[src/rtl/alu_arbiter_if.sv]
// Bundle of the two requester/response channels plus the shared ALU port of alu_arbiter.
// master = requester/ALU side (testbench or fabric), slave = the arbiter itself.
interface alu_arbiter_if #(
    parameter int XLEN = 32
);
    logic            req0_valid;
    logic            req0_ready;
    logic [XLEN-1:0] req0_a;
    logic [XLEN-1:0] req0_b;
    logic [6:0]      req0_opcode;
    logic [2:0]      req0_funct3;
    logic [6:0]      req0_funct7;
    logic            req1_valid;
    logic            req1_ready;
    logic [XLEN-1:0] req1_a;
    logic [XLEN-1:0] req1_b;
    logic [6:0]      req1_opcode;
    logic [2:0]      req1_funct3;
    logic [6:0]      req1_funct7;
    logic            rsp0_valid;
    logic            rsp0_ready;
    logic [XLEN-1:0] rsp0_result;
    logic            rsp1_valid;
    logic            rsp1_ready;
    logic [XLEN-1:0] rsp1_result;
    logic [XLEN-1:0] alu_a;
    logic [XLEN-1:0] alu_b;
    logic [6:0]      alu_opcode;
    logic [2:0]      alu_funct3;
    logic [6:0]      alu_funct7;
    logic [XLEN-1:0] alu_result;

    modport master (
        output req0_valid, req0_a, req0_b, req0_opcode, req0_funct3, req0_funct7,
        output req1_valid, req1_a, req1_b, req1_opcode, req1_funct3, req1_funct7,
        output rsp0_ready, rsp1_ready, alu_result,
        input  req0_ready, req1_ready, rsp0_valid, rsp0_result, rsp1_valid, rsp1_result,
        input  alu_a, alu_b, alu_opcode, alu_funct3, alu_funct7
    );

    modport slave (
        input  req0_valid, req0_a, req0_b, req0_opcode, req0_funct3, req0_funct7,
        input  req1_valid, req1_a, req1_b, req1_opcode, req1_funct3, req1_funct7,
        input  rsp0_ready, rsp1_ready, alu_result,
        output req0_ready, req1_ready, rsp0_valid, rsp0_result, rsp1_valid, rsp1_result,
        output alu_a, alu_b, alu_opcode, alu_funct3, alu_funct7
    );
endinterface

[src/rtl/alu_arbiter.sv]
// Two-requester arbiter in front of a shared combinational ALU: IDLE -> EXEC -> RESP, one op in flight.
// Define ALU_ARB_FIXED_PRIO_EN for fixed priority (requester 0 wins ties); default is round-robin.
//
// state | meaning
// IDLE  | waiting for a request; ready driven to the granted requester
// EXEC  | registered operands drive the ALU; result captured
// RESP  | result presented to the granted requester until it is consumed
module alu_arbiter #(
    parameter int XLEN = 32
) (
    input logic          clk,
    input logic          rst,
    alu_arbiter_if.slave bus
);
    typedef enum logic [1:0] {S_IDLE, S_EXEC, S_RESP} state_t;

    state_t          state_q, state_d;
    logic [XLEN-1:0] a_q, b_q, result_q;
    logic [6:0]      opcode_q, funct7_q;
    logic [2:0]      funct3_q;
    logic            grant_q;
    logic            arb_g;
    logic            hs;
    logic            req0_ready, req1_ready;

`ifdef ALU_ARB_FIXED_PRIO_EN
    assign arb_g = ~bus.req0_valid;
`else
    logic last_q;
    // On a tie the requester not served last wins; otherwise whoever is valid.
    assign arb_g = (bus.req0_valid && bus.req1_valid) ? ~last_q : ~bus.req0_valid;

    always_ff @(posedge clk or posedge rst) begin
        if (rst)     last_q <= 1'b1;
        else if (hs) last_q <= arb_g;
    end
`endif

    always_comb begin
        state_d    = state_q;
        req0_ready = 1'b0;
        req1_ready = 1'b0;
        hs         = 1'b0;
        case (state_q)
            S_IDLE: begin
                if ((bus.req0_valid || bus.req1_valid) && !rst) begin
                    req0_ready = ~arb_g;
                    req1_ready = arb_g;
                    hs         = 1'b1;
                    state_d    = S_EXEC;
                end
            end
            S_EXEC: state_d = S_RESP;
            S_RESP: begin
                if (grant_q ? bus.rsp1_ready : bus.rsp0_ready) state_d = S_IDLE;
            end
            default: state_d = S_IDLE;
        endcase
    end

    always_ff @(posedge clk or posedge rst) begin
        if (rst) begin
            state_q  <= S_IDLE;
            a_q      <= '0;
            b_q      <= '0;
            opcode_q <= '0;
            funct3_q <= '0;
            funct7_q <= '0;
            grant_q  <= 1'b0;
            result_q <= '0;
        end else begin
            state_q <= state_d;
            if (hs) begin
                grant_q  <= arb_g;
                a_q      <= arb_g ? bus.req1_a      : bus.req0_a;
                b_q      <= arb_g ? bus.req1_b      : bus.req0_b;
                opcode_q <= arb_g ? bus.req1_opcode : bus.req0_opcode;
                funct3_q <= arb_g ? bus.req1_funct3 : bus.req0_funct3;
                funct7_q <= arb_g ? bus.req1_funct7 : bus.req0_funct7;
            end
            if (state_q == S_EXEC) result_q <= bus.alu_result;
        end
    end

    // Fields only change on entry to EXEC, so outside EXEC the ALU inputs hold their last values.
    assign bus.alu_a       = a_q;
    assign bus.alu_b       = b_q;
    assign bus.alu_opcode  = opcode_q;
    assign bus.alu_funct3  = funct3_q;
    assign bus.alu_funct7  = funct7_q;

    assign bus.req0_ready  = req0_ready;
    assign bus.req1_ready  = req1_ready;
    assign bus.rsp0_valid  = (state_q == S_RESP) && !grant_q;
    assign bus.rsp1_valid  = (state_q == S_RESP) && grant_q;
    assign bus.rsp0_result = grant_q ? '0 : result_q;
    assign bus.rsp1_result = grant_q ? result_q : '0;
endmodule

[src/flat_wrapper.sv]
// flat-port wrapper written by rule: the top's interface ports become plain ports
module alu_arbiter_flat 
#(
    parameter int XLEN = 32
)
  (clk, rst, bus_req0_valid, bus_req0_a, bus_req0_b, bus_req0_opcode, bus_req0_funct3, bus_req0_funct7, bus_req1_valid, bus_req1_a, bus_req1_b, bus_req1_opcode, bus_req1_funct3, bus_req1_funct7, bus_rsp0_ready, bus_rsp1_ready, bus_alu_result, bus_req0_ready, bus_req1_ready, bus_rsp0_valid, bus_rsp0_result, bus_rsp1_valid, bus_rsp1_result, bus_alu_a, bus_alu_b, bus_alu_opcode, bus_alu_funct3, bus_alu_funct7);
  alu_arbiter_if #(.XLEN(XLEN)) bus_i ();
  input logic clk;
  input logic rst;
  input wire logic [$bits(bus_i.req0_valid)-1:0] bus_req0_valid;
  input wire logic [$bits(bus_i.req0_a)-1:0] bus_req0_a;
  input wire logic [$bits(bus_i.req0_b)-1:0] bus_req0_b;
  input wire logic [$bits(bus_i.req0_opcode)-1:0] bus_req0_opcode;
  input wire logic [$bits(bus_i.req0_funct3)-1:0] bus_req0_funct3;
  input wire logic [$bits(bus_i.req0_funct7)-1:0] bus_req0_funct7;
  input wire logic [$bits(bus_i.req1_valid)-1:0] bus_req1_valid;
  input wire logic [$bits(bus_i.req1_a)-1:0] bus_req1_a;
  input wire logic [$bits(bus_i.req1_b)-1:0] bus_req1_b;
  input wire logic [$bits(bus_i.req1_opcode)-1:0] bus_req1_opcode;
  input wire logic [$bits(bus_i.req1_funct3)-1:0] bus_req1_funct3;
  input wire logic [$bits(bus_i.req1_funct7)-1:0] bus_req1_funct7;
  input wire logic [$bits(bus_i.rsp0_ready)-1:0] bus_rsp0_ready;
  input wire logic [$bits(bus_i.rsp1_ready)-1:0] bus_rsp1_ready;
  input wire logic [$bits(bus_i.alu_result)-1:0] bus_alu_result;
  output wire logic [$bits(bus_i.req0_ready)-1:0] bus_req0_ready;
  output wire logic [$bits(bus_i.req1_ready)-1:0] bus_req1_ready;
  output wire logic [$bits(bus_i.rsp0_valid)-1:0] bus_rsp0_valid;
  output wire logic [$bits(bus_i.rsp0_result)-1:0] bus_rsp0_result;
  output wire logic [$bits(bus_i.rsp1_valid)-1:0] bus_rsp1_valid;
  output wire logic [$bits(bus_i.rsp1_result)-1:0] bus_rsp1_result;
  output wire logic [$bits(bus_i.alu_a)-1:0] bus_alu_a;
  output wire logic [$bits(bus_i.alu_b)-1:0] bus_alu_b;
  output wire logic [$bits(bus_i.alu_opcode)-1:0] bus_alu_opcode;
  output wire logic [$bits(bus_i.alu_funct3)-1:0] bus_alu_funct3;
  output wire logic [$bits(bus_i.alu_funct7)-1:0] bus_alu_funct7;
  assign bus_i.req0_valid = bus_req0_valid;
  assign bus_i.req0_a = bus_req0_a;
  assign bus_i.req0_b = bus_req0_b;
  assign bus_i.req0_opcode = bus_req0_opcode;
  assign bus_i.req0_funct3 = bus_req0_funct3;
  assign bus_i.req0_funct7 = bus_req0_funct7;
  assign bus_i.req1_valid = bus_req1_valid;
  assign bus_i.req1_a = bus_req1_a;
  assign bus_i.req1_b = bus_req1_b;
  assign bus_i.req1_opcode = bus_req1_opcode;
  assign bus_i.req1_funct3 = bus_req1_funct3;
  assign bus_i.req1_funct7 = bus_req1_funct7;
  assign bus_i.rsp0_ready = bus_rsp0_ready;
  assign bus_i.rsp1_ready = bus_rsp1_ready;
  assign bus_i.alu_result = bus_alu_result;
  assign bus_req0_ready = bus_i.req0_ready;
  assign bus_req1_ready = bus_i.req1_ready;
  assign bus_rsp0_valid = bus_i.rsp0_valid;
  assign bus_rsp0_result = bus_i.rsp0_result;
  assign bus_rsp1_valid = bus_i.rsp1_valid;
  assign bus_rsp1_result = bus_i.rsp1_result;
  assign bus_alu_a = bus_i.alu_a;
  assign bus_alu_b = bus_i.alu_b;
  assign bus_alu_opcode = bus_i.alu_opcode;
  assign bus_alu_funct3 = bus_i.alu_funct3;
  assign bus_alu_funct7 = bus_i.alu_funct7;
  alu_arbiter #(.XLEN(XLEN)) u_core (.clk(clk), .rst(rst), .bus(bus_i));
endmodule
[config.mk]
export PLATFORM = sky130hd
export DESIGN_NAME = alu_arbiter_flat
export DESIGN_NICKNAME = d
export VERILOG_FILES = /design/src/rtl/alu_arbiter_if.sv /design/src/rtl/alu_arbiter.sv /design/src/flat_wrapper.sv
export SDC_FILE = /design/constraint.sdc
export NUM_CORES = 1
export LEC_CHECK = 0
export CAP_MARGIN = 20
export CORE_AREA = 2 2 134 136
export CTS_BUF_LIST = sky130_fd_sc_hd__clkbuf_4
export DETAILED_ROUTE_END_ITERATION = 16
export DIE_AREA = 0 0 136 138
export PLACE_DENSITY = 0.78
export SYNTH_ARGS = -nofsm -noshare
export SYNTH_HDL_FRONTEND = slang
export SYNTH_SLANG_ARGS = --single-unit
[constraint.sdc]
create_clock -name clk -period 8.85 [get_ports clk]
set_input_delay 1.3275 -clock clk [delete_from_list [all_inputs] [get_ports clk]]
set_output_delay 1.3275 -clock clk [all_outputs]
set_load 0.01 [all_outputs]
==> impl_metrics.py <==
metrics = {
    "grt": {
        "grt.overflow.total": 0,
        "grt_pass1_wl_um": 30100,
        "grt_pass1_vias": 5336,
        "track_usage": 0.207,
        "antenna_found_initial": 0,
        "grt_start_max_net_pins": 85,
    },
    "routing": {
        "drtAntennaViolNets": 0,
        "first_iter_violations": 268,
        "totalWireLength_um": 19900,
        "route.detailed.drc": 0,
        "firstDrtPassIters": 4,
        "wl_per_cell_um": 18.2,
        "via_per_inst": 4.98,
        "via_count": 5441,
    },
    "placement": {
        "place_area_um2": 9580,
        "dp.cells": 1060,
        "portBuffers": 348,
        "place_congestion": 0.813,
        "dpl.hpwl_um": 13900,
    },
    "worst_setup_path": {
        "crit_path_cell_trace": "clkdlybuf4s50_1, nor3_2, and3_2, buf_4, clkdlybuf4s50_1",
        "rr_endpoint": "u_core.bus.alu_funct7[3]$_DFFE_PP0P_",
        "reg2regPathDepth": 5,
        "path_class": "input port to primary output",
        "cp-start-kind": "input port",
        "endpoint": "bus_req1_ready",
        "critPathMostFrequentCell": "clkdlybuf4s50_1",
        "crit_arrival_ns": 3.74,
        "crit_path_top_delay_cell": "clkdlybuf4s50_1",
        "max_stage_delay_ns": 0.69,
        "crit_start": "rst",
        "cp-end-kind": "primary output",
        "crit_required_ns": 7.52,
        "r2r_setup_slack_ns": 6.51,
        "r2r_start": "u_core.last_q$_DFFE_PP1P_",
        "path_max_fanout": 82,
    },
    "power": {
        "swShare": 0.353,
        "seqPwrFrac": 0.320,
        "switchingPower_mw": 1.06,
        "p_leak_nw": 3.90,
        "intPower_mw": 1.94,
        "p_per_area_nw_per_um2": 304,
        "power_frac_clock": 0.136,
        "ir_drop_mv": 0.146,
        "combPwrFrac": 0.544,
    },
    "floorplanning": {
        "fp.dieH_um": 138,
        "die_x_um": 136,
        "die_area_um2": 18800,
        "start_util": 0.349,
        "core_area_um2": 17500,
        "core.rowCount": 49,
        "ios": 349,
    },
    "synthesis": {
        "syn_inst": 531,
        "netlist.area_leader.share": 0.474,
        "yosysWarnings": 0,
        "seq_area_frac_synth": 0.479,
        "synth_fp_nets": 731,
        "ys_seq_elements": 117,
        "ys_top_cells_by_area": "dfrtp_1, a221o_1, nor3_2, mux2_2, nand2_1",
        "syn_area_per_cell_um2": 11.5,
        "synth_area_um2": 6120,
        "synth_largest_area_cell": "dfrtp_1",
        "ys_types": 25,
    },
    "sta": {
        "fin_crit_ns": 5.06,
        "hold_viol": 0,
        "clock_skew_ns": 0.0176,
        "period_share": 0.572,
        "relSlewSlack": 0.287,
        "totalNegativeSetupSlack_ns": 0,
        "drv_slew": 0,
        "max_freq_mhz": 197,
        "tightest_slew_ns": 1.07,
        "finalSetupViolations": 0,
        "hold_ws_ns": 0.494,
        "rsz0062_at_grt": "no",
    },
    "clock_tree": {
        "cts.clk_slew.worst_paths_ns": 0.10,
        "numCtsBuffers": 17,
        "cts_tree": "yes",
        "clock_sinks": 117,
        "root_buffer": "clkbuf_4",
        "clk_path_buf_depth": 2,
        "cts_resized": 0,
        "ctsHoldBuffers": 0,
        "h-tree-depth": 4,
        "cts_setup_buffers": 0,
        "worstSkewPairLatency_ns": 0.53,
    },
    "final_layout": {
        "fin_util": 0.563,
        "drive_gt1_frac": 0.185,
        "fin_nets": 1050,
        "stdcell_count": 1092,
        "register_area_um2": 2930,
        "finalInstanceArea_um2": 9870,
        "fill_cells": 1534,
        "multi_input_area_um2": 2810,
        "area_delta_synth_final_pct": 61.3,
        "n_antenna_cell": 0,
    },
    "min_path": {
        "holdCritPathClass": "flop to flop",
    },
    "flow_run": {
        "maxCapViolations": 0,
    },
    "run_status": {
        "status": "complete, no violations",
    },
}
==> worst min path at each step <==
stage                     slack (ns)  cells after the start                   endpoint                       from
after floorplan                 0.45                      2  u_core.last_q$_DFFE_PP1P_  u_core.last_q$_DFFE_PP1P_
after global placement          0.48                      2  u_core.last_q$_DFFE_PP1P_  u_core.last_q$_DFFE_PP1P_
after detailed placement        0.48                      2  u_core.last_q$_DFFE_PP1P_  u_core.last_q$_DFFE_PP1P_
after CTS                       0.50                      2  u_core.last_q$_DFFE_PP1P_  u_core.last_q$_DFFE_PP1P_
after global routing            0.52                      2  u_core.last_q$_DFFE_PP1P_  u_core.last_q$_DFFE_PP1P_
final                           0.49                      2  u_core.last_q$_DFFE_PP1P_  u_core.last_q$_DFFE_PP1P_
==> synth_stat cells (all sizes together) <==
cell,count
clkbuf,16
or3,1
a21oi,2
nor3b,1
or2b,1
a221o,81
inv,4
buf,40
dfstp,1
and3,1
mux2,33
nor3,82
o21bai,1
o21ai,1
dfrtp,116
and2,32
nand2,82
and2b,1
nor2b,33
nor2,2
==> routing by layer <==
| layer | track usage | vias up | routed length (um) | share of wire |
|---|---|---|---|---|
| met3 | 0.0616 | 32 | 1510 | 0.076 |
| li1 | - | 2565 | - | - |
| met4 | 0.0888 | 0 | 551 | 0.028 |
| met2 | 0.341 | 239 | 9800 | 0.49 |
| met1 | 0.251 | 2605 | 8040 | 0.40 |
| met5 | 0 | - | 0 | 0 |
==> state kept, by name, indices dropped and copies added, names as in the netlist <==
register / flops
u_core.bus.alu_funct7: 7
u_core.bus.alu_a: 32
u_core.bus.alu_funct3: 3
u_core.last_q: 1
u_core.state_q: 2
u_core.bus.alu_opcode: 7
u_core.bus.alu_b: 32
u_core.grant_q: 1
u_core.result_q: 32
==> worst max-delay path, delay by kind of cell <==
| kind | cells | cell delay (ns) |
|---|---|---|
| buf+inv | 3 | 1.84 |
| simple gates | 2 | 0.45 |
==> power by group through the flow <==
stage               Combinational, mW  Clock (mW)  Sequential [mW]
floorplan                       0.757           0             1.01
global placement                 1.63           0            0.967
detailed placement               1.66           0            0.967
CTS                              1.65       0.427            0.962
global route                     1.74       0.449            0.995
finish                           1.63       0.407            0.961
==> per-stage QoR <==
| step | power (mW) | setup slack [ns] |
|---|---|---|
| after CTS | 3.04 | 3.81 |
| after floorplan | 1.77 | 4.42 |
| after detailed placement | 2.62 | 3.81 |
| after global placement | 2.59 | 3.82 |
| after global routing | 3.18 | 3.66 |
| final | 3.00 | 3.79 |
==> layout by cell type, fill, tap and decap left out <==
| cell type | Yosys | final |
|---|---|---|
| a21oi_1 | 2 | 2 |
| a221o_1 | 81 | 81 |
| and2_1 | 32 | 32 |
| and2b_2 | 1 | 1 |
| and3_2 | 0 | 1 |
| buf_2 | 22 | 1 |
| buf_4 | 1 | 8 |
| bufinv_16 | 0 | 3 |
| clkbuf_4 | 0 | 17 |
| clkdlybuf4s50_1 | 0 | 347 |
| clkinv_1 | 0 | 2 |
| clkinv_2 | 0 | 5 |
| clkinv_4 | 0 | 3 |
| clkinvlp_4 | 0 | 2 |
| dfrtp_1 | 116 | 116 |
| dfstp_2 | 1 | 1 |
| inv_1 | 4 | 3 |
| inv_4 | 0 | 1 |
| mux2_2 | 33 | 33 |
| nand2_1 | 82 | 82 |
| nor2_1 | 2 | 2 |
| nor2b_1 | 33 | 32 |
| nor2b_4 | 0 | 1 |
| nor3_1 | 2 | 2 |
| nor3_2 | 80 | 80 |
| nor3b_4 | 1 | 1 |
| o21ai_4 | 0 | 1 |
| o21bai_1 | 1 | 1 |
| or2b_1 | 1 | 1 |
| or3_4 | 0 | 1 |
==> final cells by class <==
cell class                 count  share of cell area
tap                          229              0.0290
clock buffer                  17              0.0129
multi-input combinational    354               0.285
inverter                       4             0.00177
sequential                   117               0.297
clock inverter                15              0.0166
timing repair buffer         356               0.358
==> kinds of logic (layout without fill, tap and decap cells) <==
group | count (synthesis) | in the layout | share of synthesized area
simple gates | 236 | 236 | 0.258
buf+inv | 60 | 392 | 0.0664
compound gates | 85 | 85 | 0.136
mux | 33 | 33 | 0.0607
flops | 117 | 117 | 0.479
No activity file was read; power rests on OpenSTA's default activity.
